[config.mk]
export PLATFORM = sky130hd
export DESIGN_NAME = ex_pipe_ctrl_flat
export DESIGN_NICKNAME = d
export VERILOG_FILES = /design/src/rtl/ex_pipe_ctrl_if.sv /design/src/rtl/ex_pipe_ctrl.sv /design/src/flat_wrapper.sv
export SDC_FILE = /design/constraint.sdc
export NUM_CORES = 1
export LEC_CHECK = 0
export CORE_ASPECT_RATIO = 0.8
export CORE_MARGIN = 3
export CORE_UTILIZATION = 27
export CTS_BUF_LIST = sky130_fd_sc_hd__clkbuf_8
export DETAILED_ROUTE_END_ITERATION = 12
export PLACE_DENSITY = 0.83
export REMOVE_ABC_BUFFERS = 1
export SLEW_MARGIN = 10
export SYNTH_ARGS = -nofsm -noshare
export SYNTH_HDL_FRONTEND = slang
export SYNTH_SLANG_ARGS = --single-unit
[constraint.sdc]
create_clock -name i_clk -period 2.38 [get_ports i_clk]
set_input_delay 0.476 -clock i_clk [delete_from_list [all_inputs] [get_ports i_clk]]
set_output_delay 0.476 -clock i_clk [all_outputs]
set_load 0.1 [all_outputs]
[src/rtl/ex_pipe_ctrl_if.sv]
// rtl/ex_pipe_ctrl_if.sv - decode/execute/memory handshake bundle for ex_pipe_ctrl
interface ex_pipe_ctrl_if #(
  parameter int XLEN = 32
);
  logic            i_id_valid;
  logic            o_id_ready;
  logic [4:0]      i_id_rd;
  logic [4:0]      i_id_rs1;
  logic [4:0]      i_id_rs2;
  logic            i_id_rs1_used;
  logic            i_id_rs2_used;
  logic            i_id_is_load;
  logic            o_ex_load;
  logic            i_ex_pc_load;
  logic [XLEN-1:0] i_ex_pc_ext;
  logic            o_mem_valid;
  logic            i_mem_ready;
  logic            o_redirect_valid;
  logic [XLEN-1:0] o_redirect_pc;
  logic [31:0]     o_perf_retired;
  logic [31:0]     o_perf_bubbles;
  logic [31:0]     o_perf_flushes;

  modport master (
    output i_id_valid, i_id_rd, i_id_rs1, i_id_rs2, i_id_rs1_used, i_id_rs2_used,
           i_id_is_load, i_ex_pc_load, i_ex_pc_ext, i_mem_ready,
    input  o_id_ready, o_ex_load, o_mem_valid, o_redirect_valid, o_redirect_pc,
           o_perf_retired, o_perf_bubbles, o_perf_flushes
  );

  modport slave (
    input  i_id_valid, i_id_rd, i_id_rs1, i_id_rs2, i_id_rs1_used, i_id_rs2_used,
           i_id_is_load, i_ex_pc_load, i_ex_pc_ext, i_mem_ready,
    output o_id_ready, o_ex_load, o_mem_valid, o_redirect_valid, o_redirect_pc,
           o_perf_retired, o_perf_bubbles, o_perf_flushes
  );
endinterface

[src/rtl/ex_pipe_ctrl.sv]
// rtl/ex_pipe_ctrl.sv - EX stage control: load-use stall, branch redirect and flush
// Optional performance counters are built when EX_PERF_CNT_EN is defined.
module ex_pipe_ctrl #(
  parameter int FLUSH_DEPTH = 2
) (
  input  logic           i_clk,
  input  logic           i_rst,
  ex_pipe_ctrl_if.slave  bus
);
  typedef enum logic {RUN = 1'b0, FLUSH = 1'b1} state_t;

  localparam logic [1:0] FLUSH_CNT_INIT = 2'(FLUSH_DEPTH - 1);

  state_t     state;
  logic [1:0] flush_cnt;
  logic       ex_valid;
  logic [4:0] ex_rd;
  logic       ex_is_load;

  logic adv;
  logic haz;
  logic redir;
  logic id_ready;
  logic xfer;
  logic kill;
  logic ex_load;

  assign adv = !ex_valid || bus.i_mem_ready;

  assign haz = ex_valid && ex_is_load && (ex_rd != 5'd0) &&
               ((bus.i_id_rs1_used && (bus.i_id_rs1 == ex_rd)) ||
                (bus.i_id_rs2_used && (bus.i_id_rs2 == ex_rd)));

  // A stalled branch only redirects once MEM takes it, so it fires exactly once.
  assign redir    = (state == RUN) && ex_valid && bus.i_ex_pc_load && bus.i_mem_ready;
  assign id_ready = (state == FLUSH) ? 1'b1 : (adv && !haz);
  assign xfer     = bus.i_id_valid && id_ready;
  assign kill     = redir || (state == FLUSH);
  assign ex_load  = xfer && !kill && !i_rst;

  assign bus.o_id_ready       = id_ready;
  assign bus.o_ex_load        = ex_load;
  assign bus.o_mem_valid      = ex_valid;
  assign bus.o_redirect_valid = redir;
  assign bus.o_redirect_pc    = bus.i_ex_pc_ext;

  always_ff @(posedge i_clk or posedge i_rst) begin
    if (i_rst) begin
      state      <= RUN;
      flush_cnt  <= 2'd0;
      ex_valid   <= 1'b0;
      ex_rd      <= 5'd0;
      ex_is_load <= 1'b0;
    end else begin
      if (ex_load) begin
        ex_valid   <= 1'b1;
        ex_rd      <= bus.i_id_rd;
        ex_is_load <= bus.i_id_is_load;
      end else if (adv) begin
        ex_valid <= 1'b0;
      end

      // The redirect cycle is the first killed slot; FLUSH covers the rest.
      case (state)
        RUN: begin
          if (redir && (FLUSH_DEPTH > 1)) begin
            state     <= FLUSH;
            flush_cnt <= FLUSH_CNT_INIT;
          end
        end
        FLUSH: begin
          flush_cnt <= flush_cnt - 2'd1;
          if (flush_cnt == 2'd1) begin
            state <= RUN;
          end
        end
        default: state <= RUN;
      endcase
    end
  end

`ifdef EX_PERF_CNT_EN
  logic [31:0] perf_retired;
  logic [31:0] perf_bubbles;
  logic [31:0] perf_flushes;

  always_ff @(posedge i_clk or posedge i_rst) begin
    if (i_rst) begin
      perf_retired <= 32'd0;
      perf_bubbles <= 32'd0;
      perf_flushes <= 32'd0;
    end else begin
      if (ex_valid && bus.i_mem_ready) perf_retired <= perf_retired + 32'd1;
      if (haz && bus.i_id_valid)       perf_bubbles <= perf_bubbles + 32'd1;
      if (redir)                       perf_flushes <= perf_flushes + 32'd1;
    end
  end

  assign bus.o_perf_retired = perf_retired;
  assign bus.o_perf_bubbles = perf_bubbles;
  assign bus.o_perf_flushes = perf_flushes;
`else
  assign bus.o_perf_retired = 32'd0;
  assign bus.o_perf_bubbles = 32'd0;
  assign bus.o_perf_flushes = 32'd0;
`endif
endmodule

[src/flat_wrapper.sv]
// flat-port wrapper written by rule: the top's interface ports become plain ports
module ex_pipe_ctrl_flat 
#(
  parameter int FLUSH_DEPTH = 2
)
  (i_clk, i_rst, bus_i_id_valid, bus_i_id_rd, bus_i_id_rs1, bus_i_id_rs2, bus_i_id_rs1_used, bus_i_id_rs2_used, bus_i_id_is_load, bus_i_ex_pc_load, bus_i_ex_pc_ext, bus_i_mem_ready, bus_o_id_ready, bus_o_ex_load, bus_o_mem_valid, bus_o_redirect_valid, bus_o_redirect_pc, bus_o_perf_retired, bus_o_perf_bubbles, bus_o_perf_flushes);
  ex_pipe_ctrl_if #(.XLEN(32)) bus_i ();
  input  logic i_clk;
  input  logic i_rst;
  input wire logic [$bits(bus_i.i_id_valid)-1:0] bus_i_id_valid;
  input wire logic [$bits(bus_i.i_id_rd)-1:0] bus_i_id_rd;
  input wire logic [$bits(bus_i.i_id_rs1)-1:0] bus_i_id_rs1;
  input wire logic [$bits(bus_i.i_id_rs2)-1:0] bus_i_id_rs2;
  input wire logic [$bits(bus_i.i_id_rs1_used)-1:0] bus_i_id_rs1_used;
  input wire logic [$bits(bus_i.i_id_rs2_used)-1:0] bus_i_id_rs2_used;
  input wire logic [$bits(bus_i.i_id_is_load)-1:0] bus_i_id_is_load;
  input wire logic [$bits(bus_i.i_ex_pc_load)-1:0] bus_i_ex_pc_load;
  input wire logic [$bits(bus_i.i_ex_pc_ext)-1:0] bus_i_ex_pc_ext;
  input wire logic [$bits(bus_i.i_mem_ready)-1:0] bus_i_mem_ready;
  output wire logic [$bits(bus_i.o_id_ready)-1:0] bus_o_id_ready;
  output wire logic [$bits(bus_i.o_ex_load)-1:0] bus_o_ex_load;
  output wire logic [$bits(bus_i.o_mem_valid)-1:0] bus_o_mem_valid;
  output wire logic [$bits(bus_i.o_redirect_valid)-1:0] bus_o_redirect_valid;
  output wire logic [$bits(bus_i.o_redirect_pc)-1:0] bus_o_redirect_pc;
  output wire logic [$bits(bus_i.o_perf_retired)-1:0] bus_o_perf_retired;
  output wire logic [$bits(bus_i.o_perf_bubbles)-1:0] bus_o_perf_bubbles;
  output wire logic [$bits(bus_i.o_perf_flushes)-1:0] bus_o_perf_flushes;
  assign bus_i.i_id_valid = bus_i_id_valid;
  assign bus_i.i_id_rd = bus_i_id_rd;
  assign bus_i.i_id_rs1 = bus_i_id_rs1;
  assign bus_i.i_id_rs2 = bus_i_id_rs2;
  assign bus_i.i_id_rs1_used = bus_i_id_rs1_used;
  assign bus_i.i_id_rs2_used = bus_i_id_rs2_used;
  assign bus_i.i_id_is_load = bus_i_id_is_load;
  assign bus_i.i_ex_pc_load = bus_i_ex_pc_load;
  assign bus_i.i_ex_pc_ext = bus_i_ex_pc_ext;
  assign bus_i.i_mem_ready = bus_i_mem_ready;
  assign bus_o_id_ready = bus_i.o_id_ready;
  assign bus_o_ex_load = bus_i.o_ex_load;
  assign bus_o_mem_valid = bus_i.o_mem_valid;
  assign bus_o_redirect_valid = bus_i.o_redirect_valid;
  assign bus_o_redirect_pc = bus_i.o_redirect_pc;
  assign bus_o_perf_retired = bus_i.o_perf_retired;
  assign bus_o_perf_bubbles = bus_i.o_perf_bubbles;
  assign bus_o_perf_flushes = bus_i.o_perf_flushes;
  ex_pipe_ctrl #(.FLUSH_DEPTH(FLUSH_DEPTH)) u_core (.i_clk(i_clk), .i_rst(i_rst), .bus(bus_i));
endmodule
==> results.txt, run 1 <==
skew final: 0.00124 ns
mux contribution to synthesized area: 3.66%
Int Power: 0.520 mW
hold buffers post-CTS: 0
Tot GR Track Use: 10.4%
Synth Area in Compound Gates: 4.72%
Max Slew Vio Count: 0
Post-Syn Area per Cell: 8.32 um2
clock buffer count from CTS: 3
switching power: 0.970 mW
Synth Area in Simple Gates: 4.96%
post-synthesis adder-cell area fraction: 0.813%
top cell type's share of synthesized area: 62.4%
Routed Antenna Nets: 0
Sink Count: 10
pwr/cell area: 1070 mW/mm2
Final HPWL DP: 3640 um
largest family of logic cells by synthesized area: buffers and inverters
VDD IR max: 0.000218 V
Worst EP required: 1.90 ns
crit-path max FO: 2
Worst Path Arrival: 1.86 ns
worst skew pair latency: 0.23 ns
die width: 90.4 um
Worst setup SP type: input port
GR Overflow Total: 0
Combinational Power Share: 67.6%
post-synthesis instance area: 0.00154 mm2
# IOs: 187
final total power: 1.49 mW
sw frac: 65.1%
most frequent cells in the layout: conb_1 (96), clkdlybuf4s50_1 (20), xnor2_1 (10)
final instance area: 0.00140 mm2
pin count of the biggest net entering global routing: 11
I/O Buffers: 26
Hold Path Class: reg2reg
status: complete, no violations
CP Class: in2out
CTS tree: built
Reg power frac: 21.0%
die height: 73.5 um
Tcrit/Tclk final: 98.0%
full die area: 0.00665 mm2
CP Capture Type: output port
f_max: 429 MHz
first-pass GRT wire length: 4770 um
Synth area leader: buf_4
# rows: 23
Area Overhead vs Synth: -9.11%
drt first-iter violations: 22
commonest non-fill, non-tap cell in the layout: conb_1
initial antenna violation count: 0
Area after DPL: 0.00134 mm2
final routed DRC violation total: 0
Post-Route WL: 3970 um
# Max-Cap Violations: 0
final setup fails: 0
antenna diode instance count: 0
Period minus WS final: 2.33 ns
nets: 243
GP Congestion: 0.749
RSZ-0062 raised after global routing: no
sequential share of the synthesized area: 16.3%
H-tree levels: 1
clock share of power: 11.3%
Distinct cells, synth: 21
via count: 819
via-per-instance ratio: 3.15
DRT Pass-1 Iters: 4
Hold Slack: 0.487 ns
Core Region: 0.00527 mm2
leakage power: 0.722 nW
vias in the first global route: 693
Post-Synth XOR/XNOR Area: 5.69%
YS warnings: 0
Yosys reg bits: 10
Max clock buf depth: 2
Root Buffer: clkbuf_8
Cells after Synth: 185
Initial Util: 29.2%
Clock Pin Slew Worst Setup and Hold Paths: 0.04 ns
Final Hold Viols: 0
dominant cells by area after synthesis: buf_4 (62%), dfrtp_1 (16%), xnor2_1 (5.7%)
layout cell share with drive strength beyond 1: 8.11%
DR WL/cell: 15.3 um
==> area by class of cell <==
class	count	area (um2)
Fill cell	559	3870
Multi-Input combinational cell	137	674
Timing Repair Buffer	30	319
Sequential cell	10	251
Tap cell	75	93.8
Clock buffer	3	41.3
Inverter	5	18.8
==> sequential cells by signal, summed over array words and instances, names as in the netlist <==
register                flops
u_core.bus.o_mem_valid      1
u_core.ex_rd                5
u_core.ex_is_load           1
u_core.state                1
u_core.flush_cnt            2
==> timing repair <==
| action | 4_1_cts | 5_1_grt |
|---|---|---|
| hold endpoints to repair | 0 | 0 |
| pin swaps | 5 | 5 |
| setup buffers | 1 | 0 |
| gates resized for setup | 3 | 2 |
| endpoints found under the setup margin | 1 | 1 |
==> cells in the mapped netlist <==
cell     count
nand2_1      8
nand3_1      2
conb_1       1
a21o_1       1
mux2_1       5
buf_4      128
a21oi_4      1
nand4_1      2
o22ai_1      1
dfrtp_1     10
ha_1         1
a32o_1       1
or3_1        2
and3_1       1
xnor2_1     10
inv_1        5
o31ai_1      1
o311a_1      1
a21oi_1      1
nor3_1       1
o21ai_0      2
==> final timing paths <==
check                                    startpoint  cells after the start                  end  slack [ns]
worst max-delay path                bus_i_id_rs1[0]                      7       bus_o_id_ready        0.05
worst min-delay path            u_core.flush_cnt[0]                      1  u_core.flush_cnt[0]        0.49
worst max register to register      u_core.ex_rd[0]                      5      u_core.ex_rd[3]        0.39
worst min register to register  u_core.flush_cnt[0]                      1  u_core.flush_cnt[0]        0.49
max in group asynchronous                     i_rst                      3      u_core.ex_rd[0]        1.65
min in group asynchronous                     i_rst                      3  u_core.flush_cnt[0]        0.57
==> power groups by stage <==
| stage | sequential [mW] | combinational, mW | clock, mW |
|---|---|---|---|
| after floorplan | 0.314 | 0.868 | 0 |
| after global placement | 0.310 | 0.989 | 0 |
| after detailed placement | 0.317 | 1.00 | 0 |
| after CTS | 0.314 | 1.01 | 0.176 |
| after global routing | 0.330 | 1.05 | 0.181 |
| final | 0.314 | 1.01 | 0.169 |
==> logic make-up (layout without fill, tap and decap cells) <==
logic type | after synthesis | count (layout)
buffers and inverters | 133 | 38
AND/OR/NAND/NOR | 16 | 16
XOR/XNOR | 10 | 10
flip-flops | 10 | 10
AO/OA/AOI/OAI | 9 | 9
multiplexers | 5 | 5
adder cells (fa/ha/maj) | 1 | 1
other | 1 | 96
==> routing by layer <==
layer  vias to the layer above  wire length (um)  part of all wire [%]  GRT usage, %
li1                        360                 -                     -             -
met1                       367              1420                    36          11.2
met2                        90              1580                    40          11.2
met3                         2               937                    24          13.2
met4                         0                33                  0.83          3.57
met5                         -                 0                     0          2.27
==> stage by stage <==
step	TNS (ns)	utilization, %	std cells	setup slack (ns)
3_3_place_gp	-0.0351	25.4	256	-0.0351
2_1_floorplan	-0.166	-	152	-0.158
4_1_cts	0	26.5	260	0.000510
3_5_place_dp	-0.0946	25.4	256	-0.0946
5_1_grt	0	26.6	260	0.00499
6_report	0	26.6	260	0.0467
==> critical path, stage by stage <==
cell	delay (ns)
clkdlybuf4s50_1	0.47
xnor2_1	0.11
nand4_1	0.13
o22ai_2	0.22
nand2_2	0.08
a21o_1	0.19
buf_12	0.17
Power figures use the tool's default switching activity.
==> run 2, diff against run 1 <==
- SLEW_MARGIN: 10 -> 40
==> results of run 2 <==
Same layout as run 1: the final DEF is identical, and so are final timing and power.
